**config.mk**
```make
export PLATFORM = sky130hd
export DESIGN_NAME = tt_um_jimktrains_vslc_servo_rx
export DESIGN_NICKNAME = d
export VERILOG_FILES = /design/src/rtl/tt_um_jimktrains_vslc_servo_rx.sv
export SDC_FILE = /design/constraint.sdc
export NUM_CORES = 1
export LEC_CHECK = 0
export ABC_AREA = 1
export CORE_MARGIN = 2
export CORE_UTILIZATION = 35
export CTS_CLUSTER_SIZE = 10
export DETAILED_ROUTE_END_ITERATION = 8
export PLACE_DENSITY = 0.61
export REMOVE_ABC_BUFFERS = 1
export SETUP_SLACK_MARGIN = 0.15
export SLEW_MARGIN = 20
export SYNTH_ARGS = -nofsm -noshare
export SYNTH_HDL_FRONTEND = slang
export SYNTH_SLANG_ARGS = --single-unit
```
**constraint.sdc**
```tcl
create_clock -name clk -period 2.4 [get_ports clk]
set_input_delay 0.36 -clock clk [delete_from_list [all_inputs] [get_ports clk]]
set_output_delay 0.36 -clock clk [all_outputs]
set_load 0.02 [all_outputs]
```
**src/rtl/tt_um_jimktrains_vslc_servo_rx.sv**
```systemverilog
`default_nettype none
// ============================================================================
//  Module   : tt_um_jimktrains_vslc_servo_rx
//  Purpose  : Servo-style PWM pulse decoder. Measures high width and
//             rise-to-rise period of an external pulse line in servo_clk
//             ticks and decodes each pulse into one bit by threshold compare.
//  Ports    : clk, rst_n (sync, active-low)  - clock / reset
//             servo_clk                      - tick source (rising edge = tick)
//             servo_enabled                  - 0 holds the block in reset
//             servo_input                    - asynchronous PWM line
//             servo_threshold_val[4:0]       - value = (width > threshold)
//             servo_timeout_val[7:0]         - tick limit, 0 disables timeout
//             servo_value, servo_width[7:0], servo_period[7:0],
//             servo_valid (1-clk strobe), servo_timeout (level)
//  Options  : VSLC_SERVO_RX_FILTER_EN - 3-sample glitch filter on the line
//  Revision : 1.0 - initial release
// ============================================================================
module tt_um_jimktrains_vslc_servo_rx (
    input  logic       clk,
    input  logic       rst_n,
    input  logic       servo_clk,
    input  logic       servo_enabled,
    input  logic       servo_input,
    input  logic [4:0] servo_threshold_val,
    input  logic [7:0] servo_timeout_val,
    output logic       servo_value,
    output logic [7:0] servo_width,
    output logic [7:0] servo_period,
    output logic       servo_valid,
    output logic       servo_timeout
);

    typedef enum logic [1:0] {
        ST_IDLE  = 2'd0,
        ST_ARMED = 2'd1,
        ST_HIGH  = 2'd2,
        ST_LOW   = 2'd3
    } state_t;

    state_t      r_state;
    logic [7:0]  r_cnt;
    logic        r_servo_clk_prev;
    logic        r_sync1;
    logic        r_sync2;
    logic        r_line_prev;

    logic        w_clear;
    logic        w_tick;
    logic        w_line;
    logic        w_rise;
    logic        w_fall;
    logic        w_to_hit;

    assign w_clear = !rst_n || !servo_enabled;

    // The previous servo_clk sample keeps tracking through reset so the
    // first tick after release is not a false edge.
    always_ff @(posedge clk) begin
        r_servo_clk_prev <= servo_clk;
    end

    assign w_tick = servo_clk & ~r_servo_clk_prev;

    always_ff @(posedge clk) begin
        if (w_clear) begin
            r_sync1 <= 1'b0;
            r_sync2 <= 1'b0;
        end else begin
            r_sync1 <= servo_input;
            r_sync2 <= r_sync1;
        end
    end

`ifdef VSLC_SERVO_RX_FILTER_EN
    // The line follows the synchronizer only once three consecutive samples
    // agree; otherwise it holds its last value. The agreeing sample is used
    // combinationally so the filter costs two cycles, not three.
    logic r_hist1;
    logic r_hist2;
    logic r_filt;
    logic w_agree;

    assign w_agree = (r_sync2 == r_hist1) && (r_hist1 == r_hist2);
    assign w_line  = w_agree ? r_sync2 : r_filt;

    always_ff @(posedge clk) begin
        if (w_clear) begin
            r_hist1 <= 1'b0;
            r_hist2 <= 1'b0;
            r_filt  <= 1'b0;
        end else begin
            r_hist1 <= r_sync2;
            r_hist2 <= r_hist1;
            r_filt  <= w_line;
        end
    end
`else
    assign w_line = r_sync2;
`endif

    always_ff @(posedge clk) begin
        if (w_clear) begin
            r_line_prev <= 1'b0;
        end else begin
            r_line_prev <= w_line;
        end
    end

    assign w_rise   = w_line & ~r_line_prev;
    assign w_fall   = ~w_line & r_line_prev;
    assign w_to_hit = (servo_timeout_val != 8'd0) && (r_cnt == servo_timeout_val);

    always_ff @(posedge clk) begin
        if (w_clear) begin
            r_state       <= ST_IDLE;
            r_cnt         <= 8'd0;
            servo_value   <= 1'b0;
            servo_width   <= 8'd0;
            servo_period  <= 8'd0;
            servo_valid   <= 1'b0;
            servo_timeout <= 1'b0;
        end else begin
            servo_valid <= 1'b0;

            // A line rise restarts the count and swallows a coincident tick.
            if (w_rise) begin
                r_cnt <= 8'd0;
            end else if (w_tick && (r_cnt != 8'hFF)) begin
                r_cnt <= r_cnt + 8'd1;
            end

            case (r_state)
                ST_IDLE: begin
                    // Wait for the line to be low so a pulse already in
                    // progress at reset/enable is never measured.
                    if (!w_line) begin
                        r_state <= ST_ARMED;
                    end
                end
                ST_ARMED: begin
                    if (w_rise) begin
                        r_state <= ST_HIGH;
                    end
                end
                ST_HIGH: begin
                    if (w_fall) begin
                        servo_width   <= r_cnt;
                        servo_value   <= (r_cnt > {3'b000, servo_threshold_val});
                        servo_valid   <= 1'b1;
                        servo_timeout <= 1'b0;
                        r_state       <= ST_LOW;
                    end else if (w_to_hit) begin
                        servo_timeout <= 1'b1;
                        r_state       <= ST_IDLE;
                    end
                end
                ST_LOW: begin
                    if (w_rise) begin
                        servo_period <= r_cnt;
                        r_state      <= ST_HIGH;
                    end else if (w_to_hit) begin
                        servo_timeout <= 1'b1;
                        r_state       <= ST_ARMED;
                    end
                end
                default: begin
                    r_state <= ST_IDLE;
                end
            endcase
        end
    end

endmodule
`default_nettype wire

```
==> results of run 1 <==
[power breakdown]
group	internal [mW]	switching, mW	total, mW
clock	0.338	0.195	0.534
sequential	0.553	0.00538	0.558
combinational	0.0471	0.0472	0.0943
total	0.938	0.248	1.19
[cell usage after synthesis, types with 3 or more instances]
cell type | instances | area, um^2
sky130_fd_sc_hd__nand4_1 | 4 | 25.0
sky130_fd_sc_hd__nand2_2 | 4 | 25.0
sky130_fd_sc_hd__inv_1 | 34 | 128
sky130_fd_sc_hd__nand3_1 | 7 | 35.0
sky130_fd_sc_hd__o21ai_0 | 19 | 95.1
sky130_fd_sc_hd__nor3_1 | 6 | 30.0
sky130_fd_sc_hd__nand2_1 | 46 | 173
sky130_fd_sc_hd__dfxtp_1 | 33 | 661
sky130_fd_sc_hd__xnor2_1 | 3 | 26.3
sky130_fd_sc_hd__ha_1 | 6 | 75.1
sky130_fd_sc_hd__nor2_1 | 22 | 82.6
sky130_fd_sc_hd__a21oi_1 | 19 | 95.1
[path summary, 6_finish.rpt]
| path | startpoint | slack (ps) | to |
|---|---|---|---|
| setup / recovery | servo_value | 790 | servo_value |
| hold / removal | r_sync1 | 420 | r_sync2 |
| setup reg to reg | r_cnt[0] | 840 | r_cnt[4] |
| hold reg to reg | r_sync1 | 420 | r_sync2 |
[area by class of cell]
| cell class | count | share of cell area [%] |
|---|---|---|
| well taps | 52 | 3.08 |
| multi-input cells | 150 | 36.7 |
| repair buffers | 36 | 17.1 |
| inverters | 35 | 6.34 |
| flip-flops and latches | 33 | 31.3 |
| clock buffers | 7 | 4.09 |
| clock inverters | 1 | 1.42 |
[per-stage QoR]
| stage | hold WS [ps] | utilization [%] | std cells |
|---|---|---|---|
| floorplan | 388 | - | 218 |
| global placement | 399 | 45.8 | 306 |
| detailed placement | 412 | 45.8 | 306 |
| CTS | 422 | 48.5 | 314 |
| global route | 442 | 48.5 | 314 |
| finish | 418 | 48.5 | 314 |
[tightest hold or removal path: stages (launching register included)]
cell and delay, ps:
sky130_fd_sc_hd__dfxtp_1 300, sky130_fd_sc_hd__inv_1 40, sky130_fd_sc_hd__nor2_1 30
[cells in the final DEF (no fill, tap or decap), types with 3 or more instances in the layout]
cell type                         synthesis  layout
sky130_fd_sc_hd__nor3_1                   6       6
sky130_fd_sc_hd__nor2_1                  22      22
sky130_fd_sc_hd__ha_1                     6       6
sky130_fd_sc_hd__nand2_2                  4       4
sky130_fd_sc_hd__nand4_1                  4       4
sky130_fd_sc_hd__a21oi_1                 19      19
sky130_fd_sc_hd__nand2_1                 46      46
sky130_fd_sc_hd__clkbuf_8                 0       6
sky130_fd_sc_hd__o21ai_0                 19      19
sky130_fd_sc_hd__inv_1                   34      34
sky130_fd_sc_hd__dfxtp_1                 33      33
sky130_fd_sc_hd__clkdlybuf4s50_1          0      36
sky130_fd_sc_hd__xnor2_1                  3       3
sky130_fd_sc_hd__nand3_1                  7       7
[per-layer routing]
metal  vias up  GRT usage (%)  wire, um
met4         0           5.03        47
met2        45           24.6      1580
met5         -              0         0
li1        790              -         -
met3         4           4.50       222
met1       633           21.9      1860
[flip-flops by register name, summed over array words and instances (netlist names)]
name	cells
r_servo_clk_prev	1
servo_valid	1
servo_timeout	1
r_state	2
servo_period	8
r_sync1	1
servo_value	1
r_line_prev	1
servo_width	8
r_cnt	8
r_sync2	1
[kinds of logic (layout without fill, tap and decap cells)]
group           count (synthesis)  in the layout  synth area share [%]
fa+ha+maj                       6              6                  4.74
xor+xnor                        4              4                  2.21
compound gates                 46             46                  15.7
simple gates                   94             94                  26.3
flops                          33             33                  41.7
buf+inv                        37             79                  9.39
==> run summary, run 1 <==
* number of buffers on the longest clock path: 2
* slew at the pin with the worst max-slew slack: 481 ps
* critical path's top delay family: buffers and inverters
* multi-input logic area: 776 um^2
* maximum fanout along the worst path: 2
* Hold Violations, Final: 0
* Final ANT Viol Nets: 0
* startpoint type of the worst setup path: flip-flop
* setup violation total in the final timing report: 0
* Total Routed Length: 3700 um
* hold buffer count at CTS: 0
* clock tree from TritonCTS: yes
* clock-pin slew of the registers on the worst-case setup and hold paths: 70 ps
* logic depth of the worst register-to-register path: 9
* worst path setup slack after routing: 794 ps
* type of destination of the critical path: output pin
* Yosys warning count: 0
* Avg Vias per Cell: 4.69
* minimum clock period after layout: 1610 ps
* top-level port count: 37
* die boundary height: 71.3 um
* final setup TNS: 0 ps
* worst slack after detailed placement: 646 ps
* Buf+Inv Stages, Crit Path: 1
* maximum number of pins on one net before global-route repair: 18
* sequential element share of the synthesized area: 41.7%
* initial core utilization: 36.4%
* remaining global-route overflow: 0
* Post-synth EDFFs: 0
* antenna violations before repair: 0
* mean instance size in the synthesized netlist: 7.21 um^2
* root buffer selected by CTS: sky130_fd_sc_hd__clkbuf_8
* arrival time worst endpoint: 1250 ps
* number of antenna cells inserted: 0
* clock buffer count from CTS: 5
* prevailing post-synth register cell: sky130_fd_sc_hd__dfxtp_1
* type of the setup path with the least slack: flip-flop to output pin
* TritonRoute pass-1 iters: 4
* count of standard-cell rows: 24
* Slew Limit Fails: 0
* CTS H-Tree Depth: 2
* global-route wire length before repair: 6380 um
* post-synth cell types: 25
* share of synthesized registers carrying an async set or reset: 0%
* max cap viols: 0
* Power Dens Cells: 562 nW/um^2
* fraction of layout instances using a drive strength above 1: 7.25%
* overall power: 1.19 mW
* Detailed Place HPWL: 2770 um
* Max rail drop VDD: 0.000360 V
* clk_lat worst skew: 280 ps
* Worst EP required: 2040 ps
* Area Overhead vs Synth: 33.2%
* count of buffers from port buffering: 36
* max incr delay on CP: 620 ps
* Total Nets Final: 285
* count of state elements after synthesis: 33
* drt first-iter violations: 46
* final routed wire length divided by cell count: 11.8 um
* worst clock skew: 5.19 ps
* status: completed
* cell count after synthesis: 220
* worst slew margin relative to its limit: 67.8%
* Register Area: 661 um^2
* unrepaired setup endpoints after global routing: false
* post-place instance area: 2000 um^2
* number of global-route vias before repair: 1337
* via count of the routed design: 1472
* critical path, cell by cell: clkdlybuf4s50_1
* master of the slowest instance on the critical path: sky130_fd_sc_hd__clkdlybuf4s50_1
* Max Clock Freq: 623 MHz
* number of sinks driven by the clock tree: 33
* CTS resizes: 0
* Floorplan Core Area: 4350 um^2
* class of the worst hold path: flip-flop to flip-flop
* die footprint: 5080 um^2
* overall routing resource usage: 16.0%
* gp weighted congestion: 0.821
* die outline width: 71.3 um
* Final period util: 66.9%
* Layout Cell Area excl Fill: 2110 um^2
* Cells on Worst Hold Path: 2
* number of gates on the worst path with buffers counted: 1
* number of DRC violations after detailed routing: 0
* Cell Area, Synth: 1590 um^2
* filler instances: 438
* leakage power: 0.857 nW
* buffers inserted by post-CTS timing repair: 0
Power figures use the tool's default switching activity.
==> run 2: changes to the inputs <==
Clock period 2.4 ns to 1.6 ns, I/O delays scaled along.
==> run 2 against run 1 <==
  * Non-clock buffer count is 12 higher
  * Die area stayed put
  * Largest power group unchanged
  * First-iteration DRC count is 41% higher
  * Cell area is 2.4% higher
  * Setup slack worse by 570 ps
  * Critical path type is now flip-flop to flip-flop
  * Hold slack worse by 6.0 ps
  * Critical path depth is 8 higher
  * Sequential power is 50% higher
  * Utilization is 1.1 points higher
  * Sequential share of layout area is 0.67 points lower
==> run summary, run 2 (synthesis gave the netlist of run 1 again) <==
* master of the slowest instance on the critical path: sky130_fd_sc_hd__dfxtp_2
* unrepaired setup endpoints after global routing: true
* TritonRoute pass-1 iters: 4
* worst slack after detailed placement: 7.05 ps
* Worst EP required: 1780 ps
* registers with the most flip-flops: r_cnt: 8 flops, servo_period: 8 flops, servo_width: 8 flops
* gp weighted congestion: 0.814
* type of destination of the critical path: flip-flop
* die outline width: 71.3 um
* overall routing resource usage: 16.5%
* Power Dens Cells: 747 nW/um^2
* highest-count cells in the layout ignoring fill and taps: sky130_fd_sc_hd__nand2_1 (46), sky130_fd_sc_hd__inv_1 (32), sky130_fd_sc_hd__dfxtp_1 (32)
* clock tree from TritonCTS: yes
* number of buffers on the longest clock path: 2
* Final ANT Viol Nets: 0
* drt first-iter violations: 65
* number of antenna cells inserted: 0
* type of the setup path with the least slack: flip-flop to flip-flop
* Reg power frac: 51.8%
* via count of the routed design: 1551
* number of global-route vias before repair: 1443
* Total Nets Final: 297
* die footprint: 5080 um^2
* CTS H-Tree Depth: 2
* startpoint type of the worst setup path: flip-flop
* Hold Path Origin: r_sync1
* number of DRC violations after detailed routing: 0
* count of standard-cell rows: 24
* arrival time worst endpoint: 1550 ps
* Hold Violations, Final: 0
* end of the worst hold path: r_sync2
* overall power: 1.61 mW
* Slew Limit Fails: 0
* Worst R2R Start: r_cnt[0]
* capture instance of the worst register-to-register path: r_cnt[4]
* worst slew margin relative to its limit: 80.4%
* buffers inserted by post-CTS timing repair: 0
* top-level port count: 37
* critical path, cell by cell: ha_1, nand3_1, nor2_2, nand2_2, nand2_4, inv_4, nand3_2, o21ai_2, a21oi_2
* max cap viols: 0
* power spent charging and discharging nets: 0.403 mW
* setup slack on the worst flop-to-flop path: 230 ps
* Layout Cell Area excl Fill: 2160 um^2
* critical path's top delay family: simple AND/OR/NAND/NOR gates
* remaining global-route overflow: 0
* antenna violations before repair: 0
* status: completed
* Floorplan Core Area: 4350 um^2
* Max rail drop VDD: 0.000542 V
* Max Clock Freq: 729 MHz
* multi-input logic area: 785 um^2
* count of buffers from port buffering: 36
* clock-pin slew of the registers on the worst-case setup and hold paths: 70 ps
* proportion of power drawn by the clock network: 38.4%
* number of sinks driven by the clock tree: 33
* final routed wire length divided by cell count: 12.0 um
* slew at the pin with the worst max-slew slack: 293 ps
* setup violation total in the final timing report: 0
* final setup TNS: 0 ps
* maximum fanout along the worst path: 9
* initial core utilization: 36.4%
* relative contribution of combinational cells to total power: 9.8%
* clock buffer count from CTS: 5
* minimum clock period after layout: 1370 ps
* Register Area: 662 um^2
* final core occ: 49.7%
* filler instances: 450
* global-route wire length before repair: 6560 um
* clk_lat worst skew: 290 ps
* Final period util: 85.7%
* max incr delay on CP: 340 ps
* worst clock skew: 4.74 ps
* logic depth of the worst register-to-register path: 9
* maximum number of pins on one net before global-route repair: 17
* Detailed Place HPWL: 2890 um
* worst path setup slack after routing: 228 ps
* Total Routed Length: 3900 um
* Area Overhead vs Synth: 36.4%
* die boundary height: 71.3 um
* post-place instance area: 2090 um^2
* net switching share of the total power: 25.0%
* Cells on Worst Hold Path: 2
* Internal Dissipation: 1.21 mW
* Avg Vias per Cell: 4.76
* Buf+Inv Stages, Crit Path: 1
* fraction of layout instances using a drive strength above 1: 13.5%
* class of the worst hold path: flip-flop to flip-flop
* hold buffer count at CTS: 0
* most common cell after layout, fill and taps aside: sky130_fd_sc_hd__nand2_1
* root buffer selected by CTS: sky130_fd_sc_hd__clkbuf_8
* leakage power: 1.01 nW
## run 2: cell count changes in the layout (fill, tap and decap cells not counted), moves of 2 or more
cell                              change
sky130_fd_sc_hd__clkdlybuf4s50_1     -19
sky130_fd_sc_hd__dlygate4sd2_1       +18
sky130_fd_sc_hd__buf_4               +12
sky130_fd_sc_hd__clkinv_2             +2
sky130_fd_sc_hd__inv_1                -2
sky130_fd_sc_hd__inv_2                +2
## run 2: how the worst max path moves through the flow
stage | end | from | slack, ps | depth (start not counted)
finish | r_cnt[4] | r_cnt[0] | 230 | 9
CTS | servo_valid | servo_valid | 160 | 1
floorplan | r_cnt[4] | r_cnt[0] | 260 | 9
global placement | servo_value | servo_threshold_val[3] | 30 | 9
detailed placement | servo_value | servo_threshold_val[1] | 7 | 9
global route | r_cnt[4] | r_cnt[0] | 140 | 9
## run 2: timing repair
action | CTS | global route
pin swaps | 0 | 1
resized for setup | 18 | 6
endpoints found under the setup margin | 18 | 7
gates cloned | 0 | 0
## run 2: power groups by stage
stage	registers, mW	logic [mW]	clock network (mW)
floorplan	0.854	0.0790	0
global placement	0.855	0.156	0
detailed placement	0.855	0.157	0
CTS	0.836	0.158	0.635
global route	0.837	0.179	0.678
finish	0.836	0.158	0.620
## run 2: layer usage
layer / vias up / wire length, um / GRT usage [%]
li1: 810 / - / -
met1: 680 / 1850 / 21.6
met2: 52 / 1680 / 25.1
met3: 9 / 274 / 4.64
met4: 0 / 96 / 7.55
met5: - / 0 / 0
## run 2: worst reg2reg max path: stages, from the launching register on
cell and delay, ps:
sky130_fd_sc_hd__dfxtp_2 340, sky130_fd_sc_hd__ha_1 210, sky130_fd_sc_hd__nand3_1 110, sky130_fd_sc_hd__nor2_2 60
sky130_fd_sc_hd__nand2_2 80, sky130_fd_sc_hd__nand2_4 70, sky130_fd_sc_hd__inv_4 110, sky130_fd_sc_hd__nand3_2 90
sky130_fd_sc_hd__o21ai_2 170, sky130_fd_sc_hd__a21oi_2 40
## run 2: final cells by class
| type | instances | area share [%] |
|---|---|---|
| multi-input cells | 150 | 36.3 |
| well taps | 52 | 3.01 |
| inverters | 35 | 6.19 |
| repair buffers | 48 | 19.9 |
| clock buffers | 5 | 3.18 |
| clock inverters | 3 | 0.810 |
| flip-flops and latches | 33 | 30.6 |
## run 2: metrics by stage
stage / cells / hold WS (ps)
after floorplan: 218 / 268
after global placement: 318 / 395
after detailed placement: 318 / 400
after CTS: 326 / 412
after global routing: 326 / 436
final: 326 / 412
